===== src/rtl/pipe_pkg.sv =====
// Shared types and constants for the pipeline hazard controller.
package pipe_pkg;

  // Widest register address any instance may use; narrower addresses are zero-extended.
  localparam int unsigned REG_AW_MAX = 8;

  // Forwarding select value meaning "read the register file".
  localparam int unsigned FWD_REGFILE = 0;

  localparam logic [REG_AW_MAX-1:0] REG_ZERO = '0;

  // One in-flight instruction tracked after ID.
  typedef struct packed {
    logic                  valid;
    logic [REG_AW_MAX-1:0] wreg;
    logic                  reg_write;
    logic                  is_load;
  } slot_t;

  // A slot produces a forwardable result only if it is live and targets a real register.
  function automatic logic slot_writes(input slot_t s);
    return s.valid && s.reg_write && (s.wreg != REG_ZERO);
  endfunction

endpackage


===== src/rtl/fwd_match.sv =====
// Finds the newest scoreboard slot writing one ID source and whether it can forward yet.
module fwd_match
  import pipe_pkg::*;
#(
  parameter int unsigned DEPTH      = 3,
  parameter int unsigned LOAD_READY = 1,
  parameter int unsigned SEL_W      = 2
) (
  input  logic                  used,
  input  logic [REG_AW_MAX-1:0] src,
  input  slot_t [DEPTH-1:0]     slots,
  output logic                  hit,
  output logic                  ready,
  output logic [SEL_W-1:0]      sel
);

  // Scan oldest to newest so the lowest matching slot overwrites and wins.
  always_comb begin
    hit   = 1'b0;
    ready = 1'b0;
    sel   = SEL_W'(FWD_REGFILE);
    for (int k = DEPTH - 1; k >= 0; k--) begin
      if (used && (src != REG_ZERO) && slot_writes(slots[k]) && (slots[k].wreg == src)) begin
        hit   = 1'b1;
        ready = !slots[k].is_load || (k >= int'(LOAD_READY));
        sel   = ready ? SEL_W'(k + 1) : SEL_W'(FWD_REGFILE);
      end
    end
  end

endmodule


===== src/rtl/pipe_hazard_ctrl.sv =====
// Hazard controller: scoreboard of in-flight writers, operand forwarding selects,
// load-use / multi-cycle freeze stalls and taken-branch flush.
module pipe_hazard_ctrl
  import pipe_pkg::*;
#(
  parameter int unsigned DEPTH      = 3,
  parameter int unsigned REG_AW     = 5,
  parameter int unsigned LOAD_READY = 1,
  parameter int unsigned CNT_W      = 32,
  localparam int unsigned SEL_W     = $clog2(DEPTH + 1)
) (
  input  logic              clk,
  input  logic              rst,
  input  logic              id_valid,
  input  logic [REG_AW-1:0] id_rs,
  input  logic [REG_AW-1:0] id_rt,
  input  logic              id_rs_used,
  input  logic              id_rt_used,
  input  logic [REG_AW-1:0] id_wreg,
  input  logic              id_reg_write,
  input  logic              id_is_load,
  input  logic              id_branch_taken,
  input  logic              ex_busy,
  output logic              stall_pc,
  output logic              stall_if_id,
  output logic              flush_if_id,
  output logic              bubble_id_ex,
  output logic [SEL_W-1:0]  fwd_sel_a,
  output logic [SEL_W-1:0]  fwd_sel_b,
  output logic [DEPTH-1:0]  pending_mask,
  output logic [CNT_W-1:0]  stall_count
);

  slot_t [DEPTH-1:0] slots_q, slots_d;
  logic  [CNT_W-1:0] stall_count_q;
  slot_t             id_entry;
  logic              hit_a, ready_a, hit_b, ready_b;
  logic              freeze, load_use;

  fwd_match #(
    .DEPTH      (DEPTH),
    .LOAD_READY (LOAD_READY),
    .SEL_W      (SEL_W)
  ) u_match_rs (
    .used  (id_rs_used),
    .src   (REG_AW_MAX'(id_rs)),
    .slots (slots_q),
    .hit   (hit_a),
    .ready (ready_a),
    .sel   (fwd_sel_a)
  );

  fwd_match #(
    .DEPTH      (DEPTH),
    .LOAD_READY (LOAD_READY),
    .SEL_W      (SEL_W)
  ) u_match_rt (
    .used  (id_rt_used),
    .src   (REG_AW_MAX'(id_rt)),
    .slots (slots_q),
    .hit   (hit_b),
    .ready (ready_b),
    .sel   (fwd_sel_b)
  );

  // Hazard priority: freeze over load-use over branch; a suppressed branch retries next cycle.
  always_comb begin
    freeze       = ex_busy;
    load_use     = id_valid && ((hit_a && !ready_a) || (hit_b && !ready_b));
    stall_pc     = freeze || load_use;
    stall_if_id  = stall_pc;
    bubble_id_ex = !freeze && load_use;
    flush_if_id  = !freeze && !load_use && id_valid && id_branch_taken;
  end

  // Next scoreboard: hold on freeze, else shift and insert ID entry (or a bubble on load-use).
  always_comb begin
    id_entry.valid     = id_valid;
    id_entry.wreg      = REG_AW_MAX'(id_wreg);
    id_entry.reg_write = id_reg_write;
    id_entry.is_load   = id_is_load;
    slots_d = slots_q;
    if (!freeze) begin
      slots_d = {slots_q[DEPTH-2:0], (load_use ? slot_t'('0) : id_entry)};
    end
  end

  // Per-slot writer flags for observation.
  always_comb begin
    pending_mask = '0;
    for (int k = 0; k < DEPTH; k++) begin
      pending_mask[k] = slot_writes(slots_q[k]);
    end
  end

  // Scoreboard and saturating stall counter state.
  always_ff @(posedge clk or negedge rst) begin
    if (!rst) begin
      slots_q       <= '0;
      stall_count_q <= '0;
    end else begin
      slots_q <= slots_d;
      if (stall_pc && (stall_count_q != {CNT_W{1'b1}})) begin
        stall_count_q <= stall_count_q + 1'b1;
      end
    end
  end

  assign stall_count = stall_count_q;

endmodule


===== config.mk =====
export PLATFORM = sky130hd
export DESIGN_NAME = pipe_hazard_ctrl
export DESIGN_NICKNAME = d
export VERILOG_FILES = /design/src/rtl/pipe_pkg.sv /design/src/rtl/fwd_match.sv /design/src/rtl/pipe_hazard_ctrl.sv
export SDC_FILE = /design/constraint.sdc
export NUM_CORES = 1
export LEC_CHECK = 0
export CAP_MARGIN = 20
export CORE_UTILIZATION = 45
export DETAILED_ROUTE_END_ITERATION = 10
export GPL_TIMING_DRIVEN = 0
export PLACE_DENSITY = 0.75
export SLEW_MARGIN = 0
export SYNTH_ARGS = -nofsm -noshare
export SYNTH_HDL_FRONTEND = slang
export SYNTH_SLANG_ARGS = --single-unit

===== constraint.sdc =====
create_clock -name clk -period 2.97 [get_ports clk]
set_input_delay 0.594 -clock clk [delete_from_list [all_inputs] [get_ports clk]]
set_output_delay 0.594 -clock clk [all_outputs]
set_load 0.02 [all_outputs]

# [Word-level counts from Yosys, hierarchy flattened]
# Index checks and enable logic that the tools add are counted.
[totals] register_bits=63 latchBits=0 ramBits=0 mem_bits_ro=0 input_bits=24 out_inout_bits=43 word_cells=75 n_memories=0
[classes] add_sub_neg=1 multipliers=0 n_div=0 magnitude_cmp=0 eq_ne=7 n_shift=0 muxes=16 bitwise=0 n_reduce_logical=40
[op_table] cell="8-bit by 5-bit equality test with 1-bit output" n=6
[op_table] cell="8-bit nonzero test" n=5
[op_table] cell="32-bit by 1-bit adder with 32-bit output, second input constant" n=1
[op_table] cell="32-bit != test, second input constant" n=1
[op_table] cell="1-bit logical AND" n=28
[op_table] cell="2-bit two-way mux" n=6
[op_table] cell="11-bit two-way mux" n=1
[op_table] cell="1-bit two-way mux" n=9
[op_table] cell="1-bit logical NOT" n=5
[op_table] cell="1-bit logical OR" n=2

# [Longest topological paths before layout]
[depth] depth_word=15 ltp_mapped=7 ltp_nobuf=7

# [By module]
# A second synthesis with hierarchy kept.
[hier_totals] cells_unflattened=338 area_unflattened_um2=3484.6
[modules_own_cells] mod="pipe_hazard_ctrl" n_inst=1 cells_each=216 area_per_inst_um2=2551.2 seq_area_each_um2=1401.3
[modules_own_cells] mod="fwd_match" n_inst=2 cells_each=61 area_per_inst_um2=466.7 seq_area_each_um2=0.0

# [Least setup slack after synthesis]
# No wires, ideal clock.
[synth_path] path_kind="input to output" start="in id_rt[1]" end="out stall_pc" t_arrival_ps=2296 t_required_ps=2376 path_slack_ps=80 path_stages=7 n_path_buf=1 cell_sequence="or4_1 o21ai_1 nor4_4 o211a_4 nor2_2 inv_1 buf_4"
[synth_between] elab_chain_cells=12 elab_cells_between_ends=20 classes_between="eq/ne: 3; mux: 4; reduce/logical: 13"
[synth_rtl] item="start: declaration" line="pipe_hazard_ctrl.sv:16" source="input logic [REG_AW-1:0] id_rt,"
[synth_rtl] item="8-bit nonzero test" line="fwd_match.sv:23" source="if (used && (src != REG_ZERO) && slot_writes(slots[k]) && (slots[k].wreg == src)) begin"
[synth_rtl] item="1-bit logical AND (3 in series)" line="fwd_match.sv:23"
[synth_rtl] item="1-bit two-way mux (3 in series)" line="fwd_match.sv:23"
[synth_rtl] item="1-bit logical NOT" line="pipe_hazard_ctrl.sv:69" source="load_use = id_valid && ((hit_a && !ready_a) || (hit_b && !ready_b));"
[synth_rtl] item="1-bit logical AND (*)" line="pipe_hazard_ctrl.sv:69"
[synth_rtl] item="1-bit logical OR (*)" line="pipe_hazard_ctrl.sv:69"
[synth_rtl] item="1-bit logical AND (*)" line="pipe_hazard_ctrl.sv:69"
[synth_rtl] item="1-bit logical OR (*)" line="pipe_hazard_ctrl.sv:70" source="stall_pc = freeze || load_use;"
[synth_rtl] item="end: declaration" line="pipe_hazard_ctrl.sv:24" source="output logic stall_pc,"
# Mark *: on every way between the ends. The rest lies on a longest branch, timed or not.

# [Worst setup path in the final report]
[layout_path] start="in id_rs[3]" end="out fwd_sel_a[1]"
[layout_between] elab_chain_cells=7 elab_cells_between_ends=14 classes_between="eq/ne: 3; mux: 3; reduce/logical: 8"
[layout_rtl] item="start: declaration" line="pipe_hazard_ctrl.sv:15" source="input logic [REG_AW-1:0] id_rs,"
[layout_rtl] item="8-bit nonzero test" line="fwd_match.sv:23"
[layout_rtl] item="1-bit logical AND (3 in series)" line="fwd_match.sv:23"
[layout_rtl] item="2-bit two-way mux (2 in series)" line="fwd_match.sv:23"
[layout_rtl] item="2-bit two-way mux (*)" line="fwd_match.sv:23"
[layout_rtl] item="end: declaration" line="pipe_hazard_ctrl.sv:28" source="output logic [SEL_W-1:0] fwd_sel_a,"
# Marked as above.

==> flow_summary_export.csv <==
group,metric,value,unit
status,status,"complete, no violations",
setup_path,cp.arrival,2.30,ns
clocking,root_buffer,"clkbuf_8",
logic_synthesis,synth_top_area_share,46.39,%
route,wire_per_inst,15.94,µm
setup_path,r2r_cells,9,
clocking,cts_tree,"built",
run,maxCapViolCount,0,
logic_synthesis,synthAdderAreaFrac,0.4296,%
setup_path,rr_endpoint,"stall_count[20]$_DFFE_PN0P_",
logic_synthesis,post-synth-top-count-cell,"dfrtp_1",
logic_synthesis,syn_area_per_cell,11.29,µm²
logic_synthesis,ys_seq_area_share,46.39,%
sta,finalCritPeriodShare,97.32,%
worst_hold_path,hold_path.class,"in2async",
clocking,ctsHtreeMaxLevel,2,
pwr,power_density,471.1,nW/µm²
route,ant_nets,0,
sta,skew,0.01087,ns
die,die_x,82.46,µm
die,start_util,47.78,%
setup_path,path_class,"in2out",
sta,slew_headroom,55.20,%
cells_and_area,drive_gt1_share,22.97,%
die,num_rows,28,
place,dp_hpwl,4.676,mm
place,dpl_worst_slack,-1.030,ns
global_routing,grt_use_total,21.00,%
cells_and_area,post-route-util,63.38,%
logic_synthesis,synthTopCellsByCount,"54 x dfrtp_1, 39 x xnor2_1, 22 x xor2_1",
sta,setup_slack,0.07974,ns
clocking,clk_pin_slew_worst_paths,0.09,ns
sta,tns,0,ns
pwr,seqPwrFrac,51.7,%
route,drt_pre_antenna_iters,4,
pwr,swShare,30.50,%
setup_path,start_kind,"input pin",
route,drc,0,
pwr,p_switching,0.5552,mW
setup_path,critPathCaptureType,"primary output",
setup_path,cp_num_buf_inv,3,
setup_path,crit_path_end,"fwd_sel_a[1]",
logic_synthesis,synthMuxAreaShare,6.486,%
logic_synthesis,synth_top_area_cell,"dfrtp_1",
logic_synthesis,netlist-cell-type-count,40,
route,viasPerCell,5.418,
setup_path,r2r_start,"slots_q[4]$_DFFE_PN0N_",
setup_path,cp_slowest_cell,"or4_4",
clocking,cts_buffers,5,
logic_synthesis,synth_area_leaders,"dfrtp_1 46%, xnor2_1 12%, xor2_1 6.6%, mux2_2 5.4%, nand2_1 2.7%",
setup_path,critical_path_depth,7,
place,port_buffers,65,
route,dr.first_iter.drc_count,83,
setup_path,crit_required,2.38,ns
clocking,clk_latency,0.29,ns
pwr,p_leak,1.600,nW
cells_and_area,syn2layout_area_growth,32.65,%
logic_synthesis,synth_nets,283,
place,globalplace.congestion,0.8704,
die,floorplan.core_area,6096,µm²
logic_synthesis,synthCells,258,
cells_and_area,final_nets,370,
logic_synthesis,synth_area,2913,µm²
setup_path,startpoint,"id_rs[3]",
global_routing,antenna_found_initial,0,
global_routing,grt_pass1_vias,2203,
clocking,holdBufCountCts,0,
pwr,ir_drop,0.0004035,V
die,dieArea,6799,µm²
route,wl,6.677,mm
clocking,cts_buffer_depth,2,
cells_and_area,antenna_cells,0,
pwr,p_clk_share,21.5,%
sta,rsz0062_at_grt,"true",
logic_synthesis,synthFlopType,"dfrtp_1",
pwr,combinationalPowerShare,26.8,%
sta,hold_viol,0,
logic_synthesis,yosys.area_share.simple,18.13,%
global_routing,grt_max_degree,29,
die,ios,67,
setup_path,worstPathCellList,"clkdlybuf4s15_1, or4_4, o21ai_4, nor4_4, buf_4, a21oi_1, dlygate4sd2_1",
die,chipHeight,82.46,µm
setup_path,reg2reg_setup_slack,0.45,ns
route,num_vias,2270,
logic_synthesis,synth-compound-area-share,8.548,%
cells_and_area,stdcell_area,3864,µm²
setup_path,max_stage_delay,0.53,ns
sta,tightest_slew,0.6720,ns
setup_path,cp_top_family,"buffers and inverters",
setup_path,cp_max_fo,4,
sta,finalMaxSlewViolations,0,
pwr,p_total,1.820,mW
global_routing,grt_pass1_wl,10.62,mm
logic_synthesis,yosys_warnings,0,
logic_synthesis,ys_ff_latch,54,
global_routing,gr-total-overflow,0,
clocking,cts.sinks,54,
sta,max_freq,346.0,MHz
logic_synthesis,async_flop_share,100.0,%
sta,fin_crit,2.890,ns
sta,setup_violations,0,
place,placedInstanceArea,3672,µm²
logic_synthesis,synth-edff-count,0,
pwr,p_int,1.265,mW
logic_synthesis,synth_top_family_by_area,"XOR/XNOR gates",
logic_synthesis,synthXorXnorAreaFrac,18.34,%
## through the flow
step	hold WS, ns	std cells
finish	0.3081	419
global route	0.3451	419
CTS	0.3219	417
detailed placement	0.4836	399
global placement	0.4761	398
floorplan	0.2984	258
## cells in the final DEF, fill, tap and decap left out, types with 3 or more instances in the layout
cell type,count
nor3_2,5
clkdlybuf4s50_1,46
nor2_1,8
nand3_1,13
nand2_1,21
o211ai_4,3
a22o_1,7
dfrtp_2,4
xnor2_1,39
clkbuf_2,4
buf_2,6
dfrtp_1,50
xor2_1,22
nand4_1,11
nor3_1,3
or4_4,3
inv_1,7
dlygate4sd2_1,6
nor2_2,3
nor4_1,4
mux2_2,14
clkbuf_8,6
buf_4,15
and3_1,5
## area by class of cell
| class | count | area [µm²] |
|---|---|---|
| Multi-Input combinational cell | 192 | 1553 |
| Fill cell | 521 | 2232 |
| Buffer | 3 | 11.26 |
| Inverter | 8 | 30.03 |
| Tap cell | 75 | 93.84 |
| Clock buffer | 6 | 82.58 |
| Timing Repair Buffer | 81 | 737.0 |
| Sequential cell | 54 | 1356 |
## worst min path at each step
stage | endpoint | slack, ns | cells after the start
floorplan | slots_q[0]$_DFFE_PN0N_ | 0.30 | 0
global placement | stall_count[27]$_DFFE_PN0P_ | 0.48 | 1
detailed placement | stall_count[27]$_DFFE_PN0P_ | 0.48 | 1
CTS | stall_count[19]$_DFFE_PN0P_ | 0.32 | 1
global route | stall_count[19]$_DFFE_PN0P_ | 0.35 | 1
finish | stall_count[19]$_DFFE_PN0P_ | 0.31 | 1
## kinds of logic after synthesis
logic type / count (synthesis)
compound gates: 25
xor+xnor: 61
fa+ha+maj: 1
buf+inv: 12
flops: 54
mux: 17
simple gates: 88
## per-layer routing
metal | track usage (%) | up-vias | wire length (µm)
met5 | 0 | - | 0
li1 | - | 1086 | -
met4 | 5.088 | 0 | 40
met3 | 2.857 | 4 | 291
met2 | 36.28 | 58 | 3260
met1 | 27.82 | 1122 | 3084
## registers in the layout, indices dropped and copies added, names as in the netlist
register and flops:
slots_q 22, stall_count 32
## repair_timing
action / in CTS / in global routing
pin swaps: 8 / 8
buffers inserted: 12 / 4
resized for setup: 53 / 13
cloned: 0 / 0
setup endpoints to repair: 8 / 7
## power groups by stage
stage / Combinational [mW] / Sequential (mW) / Clock (mW)
after detailed placement: 0.470 / 0.959 / 0
after CTS: 0.492 / 0.940 / 0.404
final: 0.488 / 0.940 / 0.392
after floorplan: 0.215 / 0.987 / 0
after global routing: 0.527 / 0.958 / 0.431
after global placement: 0.457 / 0.957 / 0
Power figures use the tool's default switching activity.
